`src/rtl/ma_stage_pkg.sv`:
```
// rv32_ma_pkg: opcodes, funct3 codes and FSM states shared by the memory-access stage.
package rv32_ma_pkg;
  localparam logic [6:0] OPC_LOAD  = 7'b0000011;
  localparam logic [6:0] OPC_STORE = 7'b0100011;
  localparam logic [2:0] F3_B  = 3'b000;
  localparam logic [2:0] F3_H  = 3'b001;
  localparam logic [2:0] F3_W  = 3'b010;
  localparam logic [2:0] F3_BU = 3'b100;
  localparam logic [2:0] F3_HU = 3'b101;
  typedef enum logic [1:0] {IDLE, REQ, RESP, DONE} ma_state_e;
endpackage

```
`src/rtl/ma_load_align.sv`:
```
// ma_load_align: selects the addressed byte/halfword of a load word and sign/zero-extends it.
module ma_load_align
  import rv32_ma_pkg::*;
(
  input  logic [31:0] rdata,
  input  logic [1:0]  off,
  input  logic [2:0]  funct3,
  output logic [31:0] value
);
  logic [7:0]  b;
  logic [15:0] h;
  assign b = rdata[{off, 3'b000} +: 8];
  assign h = off[1] ? rdata[31:16] : rdata[15:0];
  assign value = funct3 == F3_B  ? {{24{b[7]}}, b} :
                 funct3 == F3_H  ? {{16{h[15]}}, h} :
                 funct3 == F3_BU ? {24'b0, b} :
                 funct3 == F3_HU ? {16'b0, h} : rdata;
endmodule

```
`src/rtl/ma_stage.sv`:
```
// ma_stage: RV32 memory-access stage driving a req/gnt/rvalid data bus with timeout.
// Define MA_MISALIGN_TRAP_EN to trap misaligned halfword/word accesses instead of issuing them.
module ma_stage
  import rv32_ma_pkg::*;
#(
  parameter int TIMEOUT_CYCLES = 255,
  parameter int TMO_W          = 8
) (
  input  logic        clk,
  input  logic        reset,
  input  logic [31:0] ma_inst,
  input  logic [31:0] ma_pc,
  input  logic [31:0] ma_alu_out,
  input  logic [31:0] ma_rs2_data,
  output logic        dmem_req,
  output logic        dmem_we,
  output logic [31:0] dmem_addr,
  output logic [3:0]  dmem_be,
  output logic [31:0] dmem_wdata,
  input  logic        dmem_gnt,
  input  logic        dmem_rvalid,
  input  logic [31:0] dmem_rdata,
  output logic        ma_stall,
  output logic [31:0] ma_result,
  output logic        ma_bus_err,
  output logic        ma_misalign
);
  localparam logic [TMO_W-1:0] TMO_LAST = TMO_W'(TIMEOUT_CYCLES == 0 ? 0 : TIMEOUT_CYCLES - 1);
  ma_state_e st, nxt;
  logic [TMO_W-1:0] cnt;
  logic [31:0] rd_q, ld_val;
  logic err_q, mis_q, is_load, is_store, is_mem, mis_cond, busy, fin_ok, tmo_hit, cap;
  logic [2:0] f3;
  logic [1:0] sz;
  logic unused;
  assign unused = ^{ma_pc, ma_inst[31:15], ma_inst[11:7]};
  assign f3 = ma_inst[14:12];
  assign sz = f3[1:0];
  assign is_load  = ma_inst[6:0] == OPC_LOAD && f3 inside {F3_B, F3_H, F3_W, F3_BU, F3_HU};
  assign is_store = ma_inst[6:0] == OPC_STORE && f3 inside {F3_B, F3_H, F3_W};
  assign is_mem = is_load | is_store;
`ifdef MA_MISALIGN_TRAP_EN
  assign mis_cond = (sz == 2'b01 && ma_alu_out[0]) || (sz == 2'b10 && |ma_alu_out[1:0]);
  assign ma_misalign = st == DONE && mis_q;
`else
  assign mis_cond = 1'b0;
  assign ma_misalign = 1'b0;
`endif
  assign dmem_req   = st == REQ;
  assign dmem_we    = is_store;
  assign dmem_addr  = {ma_alu_out[31:2], 2'b00};
  assign dmem_be    = sz == 2'b00 ? 4'b0001 << ma_alu_out[1:0] :
                      sz == 2'b01 ? 4'b0011 << {ma_alu_out[1], 1'b0} : 4'b1111;
  assign dmem_wdata = sz == 2'b00 ? {4{ma_rs2_data[7:0]}} :
                      sz == 2'b01 ? {2{ma_rs2_data[15:0]}} : ma_rs2_data;
  ma_load_align u_align (
    .rdata (dmem_rdata),
    .off   (ma_alu_out[1:0]),
    .funct3(f3),
    .value (ld_val)
  );
  assign busy    = st == REQ || st == RESP;
  assign fin_ok  = (st == REQ && dmem_gnt) || (st == RESP && dmem_rvalid);
  // Completion wins over a timeout landing in the same cycle.
  assign tmo_hit = busy && !fin_ok && TIMEOUT_CYCLES != 0 && cnt == TMO_LAST;
  assign cap     = (st == REQ && dmem_gnt && is_load && dmem_rvalid) || (st == RESP && dmem_rvalid);
  always_comb begin
    nxt = st;
    case (st)
      IDLE: nxt = !is_mem ? IDLE : mis_cond ? DONE : REQ;
      REQ:  nxt = dmem_gnt ? ((is_store || dmem_rvalid) ? DONE : RESP) : tmo_hit ? DONE : REQ;
      RESP: nxt = (dmem_rvalid || tmo_hit) ? DONE : RESP;
      DONE: nxt = IDLE;
      default: nxt = IDLE;
    endcase
  end
  assign ma_stall   = (st == IDLE && is_mem) || busy;
  assign ma_bus_err = st == DONE && err_q;
  assign ma_result  = st != DONE ? ma_alu_out : mis_q ? 32'b0 : is_load ? rd_q : ma_alu_out;
  always_ff @(posedge clk) begin
    if (reset) begin
      st    <= IDLE;
      cnt   <= '0;
      rd_q  <= '0;
      err_q <= 1'b0;
      mis_q <= 1'b0;
    end else begin
      st    <= nxt;
      cnt   <= busy ? cnt + TMO_W'(1) : '0;
      rd_q  <= cap ? ld_val : tmo_hit ? 32'b0 : rd_q;
      err_q <= tmo_hit;
      mis_q <= st == IDLE && is_mem && mis_cond;
    end
  end
endmodule
```
`config.mk`:
```
export PLATFORM = sky130hd
export DESIGN_NAME = ma_stage
export DESIGN_NICKNAME = d
export VERILOG_FILES = /design/src/rtl/ma_stage_pkg.sv /design/src/rtl/ma_load_align.sv /design/src/rtl/ma_stage.sv
export SDC_FILE = /design/constraint.sdc
export NUM_CORES = 1
export LEC_CHECK = 0
export CORE_ASPECT_RATIO = 0.5
export CORE_UTILIZATION = 35
export CTS_BUF_LIST = sky130_fd_sc_hd__clkbuf_16
export DETAILED_ROUTE_END_ITERATION = 12
export GPL_ROUTABILITY_DRIVEN = 0
export PLACE_DENSITY = 0.88
export SLEW_MARGIN = 20
export SYNTH_ARGS = -nofsm -noshare
export SYNTH_HDL_FRONTEND = slang
export SYNTH_SLANG_ARGS = --single-unit
```
`constraint.sdc`:
```
create_clock -name clk -period 2.6 [get_ports clk]
set_clock_uncertainty 0.2 [all_clocks]
set_input_delay 0.39 -clock clk [delete_from_list [all_inputs] [get_ports clk]]
set_output_delay 0.39 -clock clk [all_outputs]
set_load 0.02 [all_outputs]
```
Word-level counts from Yosys, hierarchy flattened
Cells that the tools add are included.
{ "classes": {"addsub": 1, "mul": 0, "div_mod_pow": 0, "magnitude_cmp": 0, "eq_ne": 12, "n_shift": 3, "mux": 19, "bitwise_logic": 2, "reduce_logical": 24} }
{ "ops": {"columns": ["operator", "n"], "rows": [
  ["$mux W32", 10],
  ["$shiftx A32 B6 Y8", 1],
  ["$mux W16", 1],
  ["$logic_and A1 B1 Y1", 10],
  ["$add A8 B1 Y8 const B", 1],
  ["$eq A8 B8 Y1 const B", 1],
  ["$mux W4", 2],
  ["$pmux W2 S4", 1],
  ["$eq A7 B2 Y1 const B", 1],
  ["$eq A7 B6 Y1 const B", 1],
  ["$eq A3 B3 Y1 const B", 2],
  ["$logic_or A1 B1 Y1", 6],
  ["$reduce_bool A5 Y1", 1],
  ["$eq A2 B1 Y1 const B", 2],
  ["$eq A2 B2 Y1 const B", 2],
  ["$logic_not A2 Y1", 2],
  ["$mux W2", 2],
  ["$shl A1 B2 Y4 const A", 1],
  ["$shl A2 B2 Y4 const A", 1],
  ["$eq A3 B1 Y1 const B", 1],
  ["$eq A3 B2 Y1 const B", 1],
  ["$logic_not A3 Y1", 1],
  ["$mux W1", 3],
  ["$reduce_bool A3 Y1", 1],
  ["6 further kinds", 6]
]} }
{ "word_totals": {"ff_bits": 43, "latchBits": 0, "mem_bits_rw": 0, "rom_bits": 0, "in_bits": 164, "elab_cells": 65, "n_memories": 0} }

Depth between registers and ports, before layout
{ "depth": {"word_depth": 9, "depth_mapped": 9} }

Hierarchy
A second synthesis with hierarchy kept.
{ "hier_totals": {"hier_cells": 446, "area_unflattened_um2": 3797.4} }
{ "by_module_without_submodules": {"columns": ["module", "instances", "cells_each", "area_per_inst_um2", "seq_area_each_um2"], "rows": [
  ["ma_stage", 1, 339, 3131.8, 860.8],
  ["ma_load_align", 1, 107, 665.6, 0.0]
]} }

Worst setup path before layout
No wires, ideal clock.
{ "synth_path": {"kind": "input to output", "from": "input port ma_inst[3]", "to": "output port ma_result[10]", "t_arrival_ns": 1.787, "t_required_ns": 2.010, "path_slack_ns": 0.223, "path_stages": 6, "n_path_buf": 2, "cell_sequence": "nor4b_2 -> and3_1 -> and3_1 -> buf_2 -> buf_4 -> mux2_1"} }
{ "synth_via": {"elab_chain_cells": 4} }
{ "synth_lines": {"columns": ["item", "line_no", "source"], "rows": [
  ["start: declaration", "ma_stage.sv:11", "input logic [31:0] ma_inst,"],
  ["$eq A7 B2 Y1", "ma_stage.sv:39", "assign is_load = ma_inst[6:0] == OPC_LOAD && f3 inside {F3_B, F3_H, F3_W, F3_BU, F3_HU};"],
  ["$logic_and A1 B1 Y1", "ma_stage.sv:39", null],
  ["$mux W32 (2 in series)", "ma_stage.sv:79", "assign ma_result = st != DONE ? ma_alu_out : mis_q ? 32'b0 : is_load ? rd_q : ma_alu_out;"],
  ["end: declaration", "ma_stage.sv:24", "output logic [31:0] ma_result,"]
]} }
No other way between the ends.

Final worst setup path
{ "layout_path": {"from": "input port ma_inst[5]", "to": "output port ma_result[9]"} }
Same word-level chain as after synthesis.

==> impl_results.md <==
* # clock sinks at 43
* CTS tree: yes
* Post-route clock period utilization at 100%
* Antenna violations before repair at 0
* Worst-Margin Slew at between 700 and 800 ps
* Slew headroom at 50.8%
* Max-slew violation count at 0
* Dominant cell type by area after synthesis: dfxtp_1
* CP Launch Type: input port
* R2R Setup Slk at 170 ps
* Core area at around 9700 sq um
* Worst-path clk slew at 60 ps
* Post-route DRC at 0
* TritonCTS buffer count at 5
* Total power at 2190 uW
* DR pass1 iterations at 5
* GRT Total Usage at 23.5%
* Synthesized area at 3600 sq um
* Global-route wire length before repair at 19,600 microns
* Synthesized flop and latch total at 43
* Post-synthesis sequential area ratio at between 20% and 30%
* Clk root buf: clkbuf_16
* RSZ-0062 raised after global routing: yes
* Count of cell types in the netlist at 52
* Fmax at 385 MHz
* Status: finished, final reports clean
* Yosys top cell area share at a little under a quarter
* Crit path DAT at 2010 ps
* Clock Path Buffers at 2
* P_leak at between 0.002 and 0.0025 uW
* Die height at approximately 74 microns
* Final WS setup at 0.339 ps
* # diodes at 0
* WHS at between 200 and 300 ps
* Remaining global-route overflow at 0
* Syn. warnings at 0
* Tmin final at 2600 ps
* Synth-to-layout area growth at 69.3%
* # nets final at 741
* WL/cell at 18.9 microns
* Vias in the first global route at about 3,700
* Syn avg cell area at roughly 9.3 sq um
* Most common cell in the netlist: buf_4
* Top post-synthesis cells by count: buf_4, dfxtp_1, mux2_2, nand2_1, mux2i_1
* Iteration-0 DRC Markers at about 260
* Avg Vias per Cell at ~5.3
* Skew-Pair Late Insertion Delay at 290 ps
* PD cells at 359 nW/um^2
* Standard-cell rows at 25
* Worst Path Required at 2010 ps
* Chip width at 145 microns
* Pre-CTS WS at -722 ps
* Post-Route Setup TNS at 0 ps
* Worst VDD drop at 0.271 mV
* Syn Inst Count at 388
* # setup viols final at 0
* Layout cells sized above 1 at 26.4%
* EDFF count, synth at 0
* Max-cap violations at 0
* Util after Layout at 62.7%
* Area contributors post-synth: dfxtp_1, mux2_2, buf_4
* Worst Hold Path Cells at 2
* DP Wirelength at 9490 microns
* H-tree levels at 2
* IO Pins at 269
* Number of port buffers at 211
* Routed Antenna Nets at 0
* Hold_buf cts at 0
* Largest net degree at the start of global routing at 33
* Top_reg_cell synth: dfxtp_1
* Type of the worst min-delay path: reg2reg
* Via Count at around 3,800
* Die area at 10,700 sq um
* Final hold viol count at 0
* Crit path capture type: primary output
* CP max FO at 8
* DRT Wirelength at 13,300 microns
* CP Class: in2out
* Async set or reset register ratio after synthesis at 0%
* Reg2reg path depth at 6
* Starting density of the core at 37.0%
-- layout make-up --
| cell class | instances | area [sq um] |
|---|---|---|
| Fill cell | 755 | 3630 |
| Timing Repair Buffer | 245 | 2510 |
| Multi-Input combinational cell | 267 | 2350 |
| Sequential cell | 43 | 861 |
| Tap cell | 135 | 169 |
| Clock buffer | 5 | 125 |
| Clock inverter | 3 | 43.8 |
| Inverter | 8 | 30.0 |
-- critical path: stages --
cell and delay (ps):
clkdlybuf4s50_1 450, a21oi_2 150, and3_4 240, buf_6 140, buf_16 150, mux2_1 320, buf_2 160
-- layer usage --
| metal | global-route usage (%) | up-vias | share of wire (%) |
|---|---|---|---|
| met4 | 6.43 | 0 | 1.6 |
| li1 | - | 1771 | - |
| met1 | 28.2 | 1809 | 40 |
| met2 | 44.2 | 154 | 53 |
| met5 | 0 | - | 0 |
| met3 | 3.98 | 24 | 5.3 |
-- layout by cell type, fill, tap and decap left out, types with 4 or more instances in the layout --
| master | instances |
|---|---|
| a21oi_1 | 12 |
| a22o_1 | 7 |
| a22oi_1 | 15 |
| a32o_1 | 8 |
| buf_12 | 6 |
| buf_2 | 8 |
| buf_4 | 23 |
| buf_6 | 29 |
| clkbuf_16 | 5 |
| clkdlybuf4s50_1 | 161 |
| dfxtp_1 | 43 |
| dlygate4sd2_1 | 7 |
| dlymetal6s2s_1 | 6 |
| ha_1 | 7 |
| inv_1 | 7 |
| mux2_1 | 4 |
| mux2_2 | 26 |
| mux2_4 | 18 |
| mux2i_1 | 26 |
| mux4_2 | 8 |
| nand2_1 | 32 |
| nand3_1 | 4 |
| nor2_1 | 8 |
| nor2b_1 | 8 |
| o21ai_0 | 11 |
| o221a_2 | 7 |
| o22a_1 | 7 |
| o22ai_1 | 7 |
-- cell families after synthesis --
family          share of synthesized area (%)
buf+inv                                  14.2
simple gates                             10.8
compound gates                           20.4
fa+ha+maj                                2.43
other cells                             0.104
mux                                      27.2
xor+xnor                                0.973
flops                                    23.9
-- per-stage QoR --
stage / std cells / instance area (sq um)
6_report: 706 / 6100
5_1_grt: 706 / 6100
2_1_floorplan: 390 / 3610
3_5_place_dp: 690 / 5650
4_1_cts: 706 / 5940
3_3_place_gp: 690 / 5650
-- registers in the layout, indices dropped and copies added, names as in the netlist, named ones only --
signal	count
cnt	8
rd_q	32
st	1
err_q	1
-- final timing paths --
check                      end        from
hold / removal        rd_q[23]    rd_q[23]
hold reg to reg       rd_q[23]    rd_q[23]
setup / recovery  ma_result[9]  ma_inst[5]
setup reg to reg       rd_q[1]       st[0]
-- where the power goes --
part / switching [uW] / internal (uW)
Combinational: 355 / 440
Sequential: 0.222 / 659
Clock: 281 / 453
Total: 636 / 1550
-- what timing repair did --
| action | 4_1_cts | 5_1_grt |
|---|---|---|
| setup endpoints to repair | 54 | 58 |
| pin swaps | 4 | 3 |
| hold endpoints to repair | 0 | 0 |
| resized for setup | 198 | 47 |
| gates cloned | 3 | 0 |
| setup buffers | 5 | 1 |
Power figures use the tool's default switching activity.
